### src/rtl/fse_adapt_sched.sv
// -----------------------------------------------------------------------------
// fse_adapt_sched
//   Adaptation scheduler for the fractionally spaced equalizer and its
//   polyphase filter. Owns the 4-phase sample counter, produces the symbol
//   tick and the tap-update strobe, and walks the convergence sequence
//   IDLE -> WARMUP -> CMA (blind) -> DD (decision-directed).
//
// Ports
//   clk          system clock
//   i_reset_n    asynchronous reset, active low
//   i_enable     sample valid; the phase counter advances only while high
//   i_start      (re)start the sequence from WARMUP
//   i_stop       return to IDLE; wins over i_start
//   i_lock       lock indicator, only looked at on symbol boundaries
//   i_freeze     masks o_update_en; state and counters keep running
//   o_phase      polyphase index 0..3
//   o_sym_tick   one-cycle pulse on the cycle after a 3->0 phase wrap
//   o_update_en  one-cycle tap-update strobe, coincident with o_sym_tick
//   o_state      00 IDLE, 01 WARMUP, 10 CMA, 11 DD (also the FSM debug view)
//   o_dd_mode    high while in DD
// -----------------------------------------------------------------------------
module fse_adapt_sched #(
    parameter int NB_CNT      = 16,
    parameter int WARMUP_SYM  = 32,
    parameter int CMA_MAX_SYM = 1024,
    parameter int LOCK_HOLD   = 8
) (
    input  logic       clk,
    input  logic       i_reset_n,
    input  logic       i_enable,
    input  logic       i_start,
    input  logic       i_stop,
    input  logic       i_lock,
    input  logic       i_freeze,
    output logic [1:0] o_phase,
    output logic       o_sym_tick,
    output logic       o_update_en,
    output logic [1:0] o_state,
    output logic       o_dd_mode
);

    typedef enum logic [1:0] {
        ST_IDLE   = 2'b00,
        ST_WARMUP = 2'b01,
        ST_CMA    = 2'b10,
        ST_DD     = 2'b11
    } state_t;

    // Terminal counts; the counters are compared against these before they
    // could ever reach saturation.
    localparam logic [NB_CNT-1:0] WARMUP_LAST = NB_CNT'(WARMUP_SYM - 1);
    localparam logic [NB_CNT-1:0] CMA_LAST    = NB_CNT'(CMA_MAX_SYM - 1);
    localparam logic [7:0]        LOCK_LAST   = 8'(LOCK_HOLD - 1);

    state_t            state_q, state_nx;
    logic [1:0]        phase_q, phase_nx;
    logic [NB_CNT-1:0] sym_q, sym_nx;
    logic [7:0]        lock_q, lock_nx;
    logic [7:0]        unlock_q, unlock_nx;
    logic              tick_q, tick_nx;
    logic              upd_q, upd_nx;
    logic              dd_q;
    logic              boundary;

    // Last sample of a symbol: everything sequence-related moves only here.
    assign boundary = (state_q != ST_IDLE) && (phase_q == 2'd3) && i_enable;

    always_comb begin
        state_nx  = state_q;
        phase_nx  = phase_q;
        sym_nx    = sym_q;
        lock_nx   = lock_q;
        unlock_nx = unlock_q;
        tick_nx   = 1'b0;
        upd_nx    = 1'b0;

        if (i_stop || i_start) begin
            state_nx  = i_stop ? ST_IDLE : ST_WARMUP;
            phase_nx  = 2'd0;
            sym_nx    = '0;
            lock_nx   = '0;
            unlock_nx = '0;
        end else begin
            if ((state_q != ST_IDLE) && i_enable) begin
                phase_nx = phase_q + 2'd1;
            end
            tick_nx = boundary;
            // Update uses the pre-edge mode: the last WARMUP symbol gives
            // none, the symbol that leaves CMA or DD still updates.
            upd_nx  = boundary && state_q[1] && !i_freeze;

            if (boundary) begin
                unique case (state_q)
                    ST_WARMUP: begin
                        if (sym_q == WARMUP_LAST) begin
                            state_nx = ST_CMA;
                            sym_nx   = '0;
                        end else if (sym_q != '1) begin
                            sym_nx = sym_q + NB_CNT'(1);
                        end
                    end
                    ST_CMA: begin
                        if ((i_lock && (lock_q == LOCK_LAST)) || (sym_q == CMA_LAST)) begin
                            state_nx  = ST_DD;
                            sym_nx    = '0;
                            lock_nx   = '0;
                            unlock_nx = '0;
                        end else begin
                            if (sym_q != '1) sym_nx = sym_q + NB_CNT'(1);
                            if (!i_lock)             lock_nx = '0;
                            else if (lock_q != '1)   lock_nx = lock_q + 8'd1;
                        end
                    end
                    ST_DD: begin
                        if (!i_lock && (unlock_q == LOCK_LAST)) begin
                            state_nx  = ST_CMA;
                            sym_nx    = '0;
                            lock_nx   = '0;
                            unlock_nx = '0;
                        end else if (i_lock) begin
                            unlock_nx = '0;
                        end else if (unlock_q != '1) begin
                            unlock_nx = unlock_q + 8'd1;
                        end
                    end
                    default: ;
                endcase
            end
        end
    end

    always_ff @(posedge clk or negedge i_reset_n) begin
        if (!i_reset_n) begin
            state_q  <= ST_IDLE;
            phase_q  <= 2'd0;
            sym_q    <= '0;
            lock_q   <= '0;
            unlock_q <= '0;
            tick_q   <= 1'b0;
            upd_q    <= 1'b0;
            dd_q     <= 1'b0;
        end else begin
            state_q  <= state_nx;
            phase_q  <= phase_nx;
            sym_q    <= sym_nx;
            lock_q   <= lock_nx;
            unlock_q <= unlock_nx;
            tick_q   <= tick_nx;
            upd_q    <= upd_nx;
            dd_q     <= (state_nx == ST_DD);
        end
    end

    assign o_phase     = phase_q;
    assign o_sym_tick  = tick_q;
    assign o_update_en = upd_q;
    assign o_state     = state_q;
    assign o_dd_mode   = dd_q;

endmodule

### config.mk
export PLATFORM = sky130hd
export DESIGN_NAME = fse_adapt_sched
export DESIGN_NICKNAME = d
export VERILOG_FILES = /design/src/rtl/fse_adapt_sched.sv
export SDC_FILE = /design/constraint.sdc
export NUM_CORES = 1
export LEC_CHECK = 0
export CAP_MARGIN = 0
export CORE_ASPECT_RATIO = 0.6
export CORE_MARGIN = 2
export CORE_UTILIZATION = 45
export DETAILED_ROUTE_END_ITERATION = 12
export SYNTH_ARGS = -nofsm -noshare
export SYNTH_HDL_FRONTEND = slang
export SYNTH_SLANG_ARGS = --single-unit
### constraint.sdc
create_clock -name clk -period 5.28 [get_ports clk]
set_clock_uncertainty 0.15 [all_clocks]
set_input_delay 1.056 -clock clk [delete_from_list [all_inputs] [get_ports clk]]
set_output_delay 1.056 -clock clk [all_outputs]
set_load 0.05 [all_outputs]
==> results of run 1 <==
==> synthesized netlist by cell type, drive strengths merged, types with 2 or more instances <==
library cell	n
o21ai	14
a31oi	7
nor4b	3
and3	5
nand2b	2
nor2	16
nand2	19
nand3	11
a31o	3
clkbuf	4
and4	7
or2	3
and3b	2
o21bai	2
and4bb	2
a21oi	23
mux2	2
nor4	6
buf	7
nor3	6
o31ai	11
o211ai	4
a41oi	3
nand4	7
a22o	3
dfrtp	39
and2	5
or4	7
o211a	2
ha	10
inv	7
a211oi	3
==> sequential cells by signal (all words and copies together), names as in the netlist <==
register	cells
o_state	2
sym_q	16
lock_q	8
o_update_en	1
o_sym_tick	1
unlock_q	8
o_phase	2
o_dd_mode	1
==> critical path: stages <==
cell	delay (ns)
clkdlybuf4s50_1	0.57
and4bb_2	0.28
a21boi_0	0.30
nor3b_1	0.76
o211a_1	0.32
mux2_2	0.16
==> routing by layer <==
metal | vias up | share of wire | GRT usage
met5 | - | 0 | 0
met4 | 0 | 0.0077 | 0.04223
met3 | 10 | 0.069 | 0.05405
met2 | 77 | 0.35 | 0.2376
met1 | 1041 | 0.58 | 0.3803
li1 | 1071 | - | -
==> cell type report <==
type,instances,area share
flip-flops and latches,39,0.3560
multi-input cells,211,0.5308
clock buffers,6,0.02647
well taps,69,0.03149
inverters,7,0.009585
repair buffers,13,0.04564
==> cell families (layout without fill, tap and decap cells) <==
group / after synthesis / count (layout) / synth area share
AOI/OAI and AO/OA: 88 / 88 / 0.2431
xor gates and xnor gates: 1 / 1 / 0.003446
adders and majority gates: 10 / 10 / 0.04921
buffers and inverters: 19 / 26 / 0.04380
DFF: 39 / 39 / 0.3839
muxes: 3 / 3 / 0.01279
and+or+nand+nor: 109 / 109 / 0.2638
==> worst paths after layout <==
check	startpoint	to	slack, ns	depth (start not counted)
worst max-delay path	i_lock	unlock_q[0]	1.92	6
min in group asynchronous	i_reset_n	lock_q[2]	0.73	1
worst min register to register	lock_q[7]	lock_q[7]	0.38	1
worst min-delay path	lock_q[7]	lock_q[7]	0.38	1
worst max register to register	o_state[0]	sym_q[13]	2.52	7
max in group asynchronous	i_reset_n	o_state[0]	3.68	1
==> power by group through the flow <==
stage	Sequential [mW]	Combinational (mW)	Clock [mW]
finish	0.304	0.0420	0.192
global route	0.304	0.0475	0.211
CTS	0.304	0.0425	0.195
detailed placement	0.310	0.0424	0
global placement	0.310	0.0422	0
floorplan	0.312	0.0223	0
==> qor.yml, run 1 <==
gr-total-overflow: 0
finish.net_count: 294
p_comb_frac: 0.078
initial_core_util: 0.4608
rows: 21
max_cap_violations: 0
synth-async-reset-ratio: 1.000
avgViaCountPerCell: 6.374
tightest_slew_ns: 0.8852
timing.fmax_mhz: 297.8
worst_slack_ns: 1.922
avgSynthCellArea_um2: 9.451
cts-root-buf: "clkbuf_8"
ant_nets: 0
worstSetupPathType: "primary input to register"
postCtsHoldBufs: 0
multi_input_area_um2: 1455
grt_antenna_before_repair: 0
wl_per_cell_um: 17.79
intPower_mw: 0.4041
synthCells: 269
gp_congestion: 0.8267
final_cell_mix: "39 x dfrtp_1, 23 x a21oi_1, 19 x nand2_1, 16 x nor2_1, 13 x o21ai_0"
hold_violations: 0
hpwl_um: 4382
register_area_um2: 975.9
drv_slew: 0
antenna_cells: 0
post-place-cells: 339
clkSlewWorstSetupHoldPaths_ns: 0.07
irDropWorstVdd_uv: 99.59
syn_to_final_growth_pct: 7.825
hp-class: "register to register"
swShare: 0.2488
hold_slack_ns: 0.3772
htreeDepth: 2
route.detailed.drc: 0
crit_fanout: 8
p_total_mw: 0.5379
fp.dieH_um: 62.23
utilization: 0.4968
syn_nets: 286
ys_seq_elements: 39
dieArea_um2: 6287
drt_iter0_markers: 118
drt_pass1_iterations: 4
status: "finished, final reports clean"
relSlewSlack: 0.4099
grt_pass1_vias: 1991
post-route-period-util: 0.6359
post-route-min-period_ns: 3.358
syn-cell-area_um2: 2542
die_x_um: 101.0
cts_num_sinks: 39
ys_warn_count: 0
synth_top_area_share: 0.3839
fin_setup_tns_ns: 0
synth.largest_area_cell: "dfrtp_1"
grt_setup_unrepaired: "false"
insertion_delay_ns: 0.28
ios: 14
cts_resized: 0
synth_area_leaders: "dfrtp_1 38%, ha_1 4.9%, a21oi_1 4.5%"
place_area_um2: 2669
finish.instance_area_um2: 2741
switchingPower_mw: 0.1339
p_leak_nw: 1.100
setup_violations: 0
cts_made_buffers: 5
num_vias: 2199
synth_enable_flop_cells: 0
synthFlopType: "dfrtp_1"
final_common_cell: "dfrtp_1"
cellPowerDensity_nw_per_um2: 196.2
numPortBuffers: 13
arrival_ns: 3.44
cts_setup_buffers: 0
ys_seq_area_frac: 0.3839
wl_um: 6136
clock_power_share: 0.357
grt_use_total: 0.2124
drive_above_1_share: 0.1014
core_area_um2: 5518
cts_tree: "yes"
yosys.cell_types.count: 69
grt_pass1_wl_um: 10480
cts_buffer_depth: 2
n_fill_cell: 519
finalNonFillerCells: 345
grt_start_max_net_pins: 40
cp-end-kind: "register"
dpl_worst_slack_ns: 1.642
startpoint_type: "primary input"
required_ns: 5.36
p_seq_frac: 0.565
Note: power is estimated with default switching activity, not from simulation.
==> run 2, diff against run 1 <==
clock period = 3.1 ns   (was 5.28 ns; I/O delays follow)
==> run 2 against run 1 <==
Compared with the run above:
- design area rose by 2.6%
- via count increased by 2.0%
- clock power rose by 100%
- worst setup slack worse by 1.5 ns
- count of clock-buffer cells in the layout rose by 2
- largest power group unchanged
- hold slack got worse by 0.095 ns
- total power increased by 82%
- critical path depth is the same
- combinational power up 73%
- routed wire length increased by 0.36%
- critical endpoint is now sym_q[10]
==> qor.yml, run 2 (synthesis gave the netlist of run 1 again) <==
slowest_delay_ns: 0.62
crit_path_frequent_cell: "a21oi_1"
setup_violations: 0
num_vias: 2243
swShare: 0.2399
hp-class: "primary input to async pin"
p_seq_frac: 0.529
drive_above_1_share: 0.1268
finish.net_count: 300
cts_made_buffers: 5
ant_nets: 0
hold_violations: 0
grt_start_max_net_pins: 40
grt_antenna_before_repair: 0
cts_tree: "yes"
rr_endpoint: "unlock_q[0]"
gr-total-overflow: 0
grt_pass1_vias: 2030
max_cap_violations: 0
fp.dieH_um: 62.23
rows: 21
hpwl_um: 4224
dieArea_um2: 6287
drt_iter0_markers: 187
fin_setup_tns_ns: 0
post-route-min-period_ns: 2.713
numPortBuffers: 13
core_area_um2: 5518
grt_pass1_wl_um: 10570
die_x_um: 101.0
intPower_mw: 0.7428
cts_setup_buffers: 0
tightest_slew_ns: 0.8678
route.detailed.drc: 0
cts_resized: 0
syn_to_final_growth_pct: 10.68
required_ns: 3.09
regMostFlops: "sym_q"
cp-end-kind: "register"
clock_power_share: 0.396
timing.fmax_mhz: 368.6
final_cell_mix: "39 x dfrtp_1, 23 x a21oi_1, 19 x nand2_1, 16 x nor2_1, 13 x o21ai_0"
r2r_cells: 6
htreeDepth: 2
startpoint_type: "primary input"
arrival_ns: 2.70
crit_fanout: 19
p_total_mw: 0.9773
insertion_delay_ns: 0.29
antenna_cells: 0
post-route-period-util: 0.8752
status: "finished, final reports clean"
postCtsHoldBufs: 0
avgViaCountPerCell: 6.354
cts_buffer_depth: 2
grt_setup_unrepaired: "false"
cellPowerDensity_nw_per_um2: 347.3
top_regs: "sym_q x16, lock_q x8, unlock_q x8"
largest_reg_flops: 16
final_common_cell: "dfrtp_1"
initial_core_util: 0.4608
clkSlewWorstSetupHoldPaths_ns: 0.08
r2r-start: "sym_q[0]"
slowest_stage: "a21oi_1"
cts-root-buf: "clkbuf_8"
crit_chain: "clkdlybuf4s50_1 -> and4bb_2 -> nand4_1 -> and2_1 -> a21oi_1 -> a21oi_1"
irDropWorstVdd_uv: 163.4
relSlewSlack: 0.4215
p_leak_nw: 1.143
cts_num_sinks: 39
gp_congestion: 0.8014
drt_pass1_iterations: 4
drv_slew: 0
worstSetupPathType: "primary input to register"
worst-r2r-setup-slack_ns: 0.41
wl_per_cell_um: 17.44
grt_use_total: 0.2095
ios: 14
switchingPower_mw: 0.2344
wl_um: 6158
p_comb_frac: 0.075
hold_slack_ns: 0.2824
-- run 2: cell types whose count changed in the layout (fill, tap and decap cells not counted), sizes merged --
cell	change
buf	+6
clkbuf	+2
-- run 2: routing by layer --
metal	up-vias	track usage	wire length, µm
met5	-	0	0
met4	0	0.03547	29
met3	4	0.04505	378
met2	66	0.2459	2322
met1	1089	0.3739	3428
li1	1084	-	-
-- run 2: how the worst max path moves through the flow --
stage	start	to	slack (ns)
3_5_place_dp	i_lock	sym_q[0]	0.05
3_3_place_gp	i_lock	sym_q[13]	0.14
6_report	i_lock	sym_q[10]	0.39
5_1_grt	o_state[0]	sym_q[10]	0.13
4_1_cts	i_lock	sym_q[13]	0.37
2_1_floorplan	o_state[0]	sym_q[10]	0.46
-- run 2: through the flow --
step	utilization	setup WS, ns	instance area (µm²)	std cells
floorplan	-	0.4629	2542	269
global placement	0.4918	0.1443	2714	345
detailed placement	0.4918	0.04835	2714	345
CTS	0.5100	0.3692	2814	353
global route	0.5100	0.1262	2814	353
finish	0.5100	0.3868	2814	353
-- run 2: power groups by stage --
stage | sequential, mW | combinational [mW] | clock [mW]
after floorplan | 0.531 | 0.0381 | 0
after global placement | 0.527 | 0.0731 | 0
after detailed placement | 0.527 | 0.0736 | 0
after CTS | 0.517 | 0.0739 | 0.394
after global routing | 0.518 | 0.0815 | 0.419
final | 0.517 | 0.0728 | 0.387
-- run 2: worst max-delay path, delay by kind of cell --
family          cells  cell delay [ns]
compound gates      2             0.72
buf+inv             1             0.50
simple gates        3             0.86
-- run 2: final cells by class --
| class | count | area, µm² |
|---|---|---|
| inverters | 7 | 26.28 |
| clock buffers | 8 | 100.1 |
| flip-flops and latches | 39 | 975.9 |
| fillers | 524 | 2704 |
| multi-input cells | 211 | 1455 |
| repair buffers | 19 | 170.2 |
| well taps | 69 | 86.33 |
==> run 3, diff against run 2 <==
clock period = 3 ns   (was 3.1 ns; I/O delays follow)
==> run 3 against run 2 <==
Compared with the run above:
- die area unchanged
- non-clock buffer count increased by 2
- design area increased by 0.53%
- utilization increased by 0.27 points
- first-iteration DRC count decreased by 20%
- sequential power increased by 3%
- routed wire length decreased by 3.3%
- cell count increased by 0.57%
- global-route usage decreased by 0.54 points
- critical path type unchanged
==> qor.yml, run 3 (synthesis gave the netlist of run 1 again) <==
drt_iter0_markers: 149
grt_setup_unrepaired: "false"
drv_slew: 0
grt_antenna_before_repair: 0
postCtsHoldBufs: 0
drive_above_1_share: 0.1329
ant_nets: 0
finish.net_count: 302
regMostFlops: "sym_q"
worstSetupPathType: "primary input to register"
hold_slack_ns: 0.2713
setup_violations: 0
required_ns: 3.06
cts_made_buffers: 5
initial_core_util: 0.4608
relSlewSlack: 0.4092
cts_setup_buffers: 0
r2r_cells: 6
startpoint_type: "primary input"
post-route-min-period_ns: 2.567
r2r-start: "sym_q[0]"
gr-total-overflow: 0
post-route-period-util: 0.8558
status: "finished, final reports clean"
grt_pass1_vias: 2036
grt_start_max_net_pins: 40
fin_setup_tns_ns: 0
die_x_um: 101.0
place_area_um2: 2729
finish.instance_area_um2: 2829
rows: 21
cts_buffer_depth: 2
syn_to_final_growth_pct: 11.27
wl_um: 5956
timing.fmax_mhz: 389.5
numPortBuffers: 13
final_common_cell: "dfrtp_1"
cp-end-kind: "register"
htreeDepth: 2
cts-root-buf: "clkbuf_8"
final_cell_mix: "39 x dfrtp_1, 23 x a21oi_1, 19 x nand2_1, 16 x nor2_1, 13 x o21ai_0"
cts_num_sinks: 39
route.detailed.drc: 0
num_vias: 2262
hpwl_um: 4266
irDropWorstVdd_uv: 161.9
insertion_delay_ns: 0.30
p_total_mw: 1.016
fp.dieH_um: 62.23
hold_violations: 0
max_cap_violations: 0
dpl_worst_slack_ns: 0.1453
worst-r2r-setup-slack_ns: 0.47
wl_per_cell_um: 16.78
top_regs: "sym_q x16, lock_q x8, unlock_q x8"
avgViaCountPerCell: 6.372
cellPowerDensity_nw_per_um2: 359.1
worst_slack_ns: 0.4327
rr_endpoint: "unlock_q[0]"
hp-class: "primary input to async pin"
gp_congestion: 0.8763
arrival_ns: 2.63
drt_pass1_iterations: 5
cts_tree: "yes"
grt_pass1_wl_um: 10210
core_area_um2: 5518
p_leak_nw: 1.153
tightest_slew_ns: 0.8861
ios: 14
largest_reg_flops: 16
antenna_cells: 0
clkSlewWorstSetupHoldPaths_ns: 0.08
dieArea_um2: 6287
crit_fanout: 10
cts_resized: 0
grt_use_total: 0.2040
==> run 3: cell types whose count changed in the layout (fill, tap and decap cells not counted) <==
cell   before  now
buf_4       6    8
==> run 3: worst max-delay path, cell delays in order <==
cell             delay (ns)
clkdlybuf4s50_1        0.51
and4bb_2               0.37
nand4_1                0.12
and2_1                 0.20
buf_4                  0.17
or4_1                  0.50
a21oi_1                0.16
==> run 3: cell type report <==
type / instances / area [µm²]
inverter: 7 / 26.28
fill: 496 / 2689
tap: 69 / 86.33
clock buffer: 8 / 100.1
timing repair buffer: 21 / 185.2
sequential: 39 / 975.9
multi-input combinational: 211 / 1455
==> run 3: worst max path at each step <==
stage / cells after the start / startpoint / endpoint / slack, ns
after floorplan: 8 / o_state[0] / sym_q[10] / 0.36
after global placement: 7 / i_lock / lock_q[2] / 0.20
after detailed placement: 7 / i_lock / sym_q[6] / 0.15
after CTS: 7 / i_lock / sym_q[6] / 0.45
after global routing: 8 / o_state[0] / sym_q[7] / 0.30
final: 7 / i_lock / sym_q[6] / 0.43
==> run 3: power breakdown <==
part / internal (mW) / switching [mW]
registers: 0.529 / 0.00567
clock network: 0.210 / 0.193
logic: 0.0299 / 0.0481
==> run 3: routing by layer <==
layer / wire [µm] / GRT usage
met5: 0 / 0
met3: 478 / 0.05968
met2: 2151 / 0.2409
met4: 57 / 0.04730
met1: 3269 / 0.3466
==> run 3: per-stage QoR <==
stage,cells,utilization
after global placement,347,0.4946
after CTS,355,0.5127
after detailed placement,347,0.4946
after floorplan,269,-
after global routing,355,0.5127
final,355,0.5127
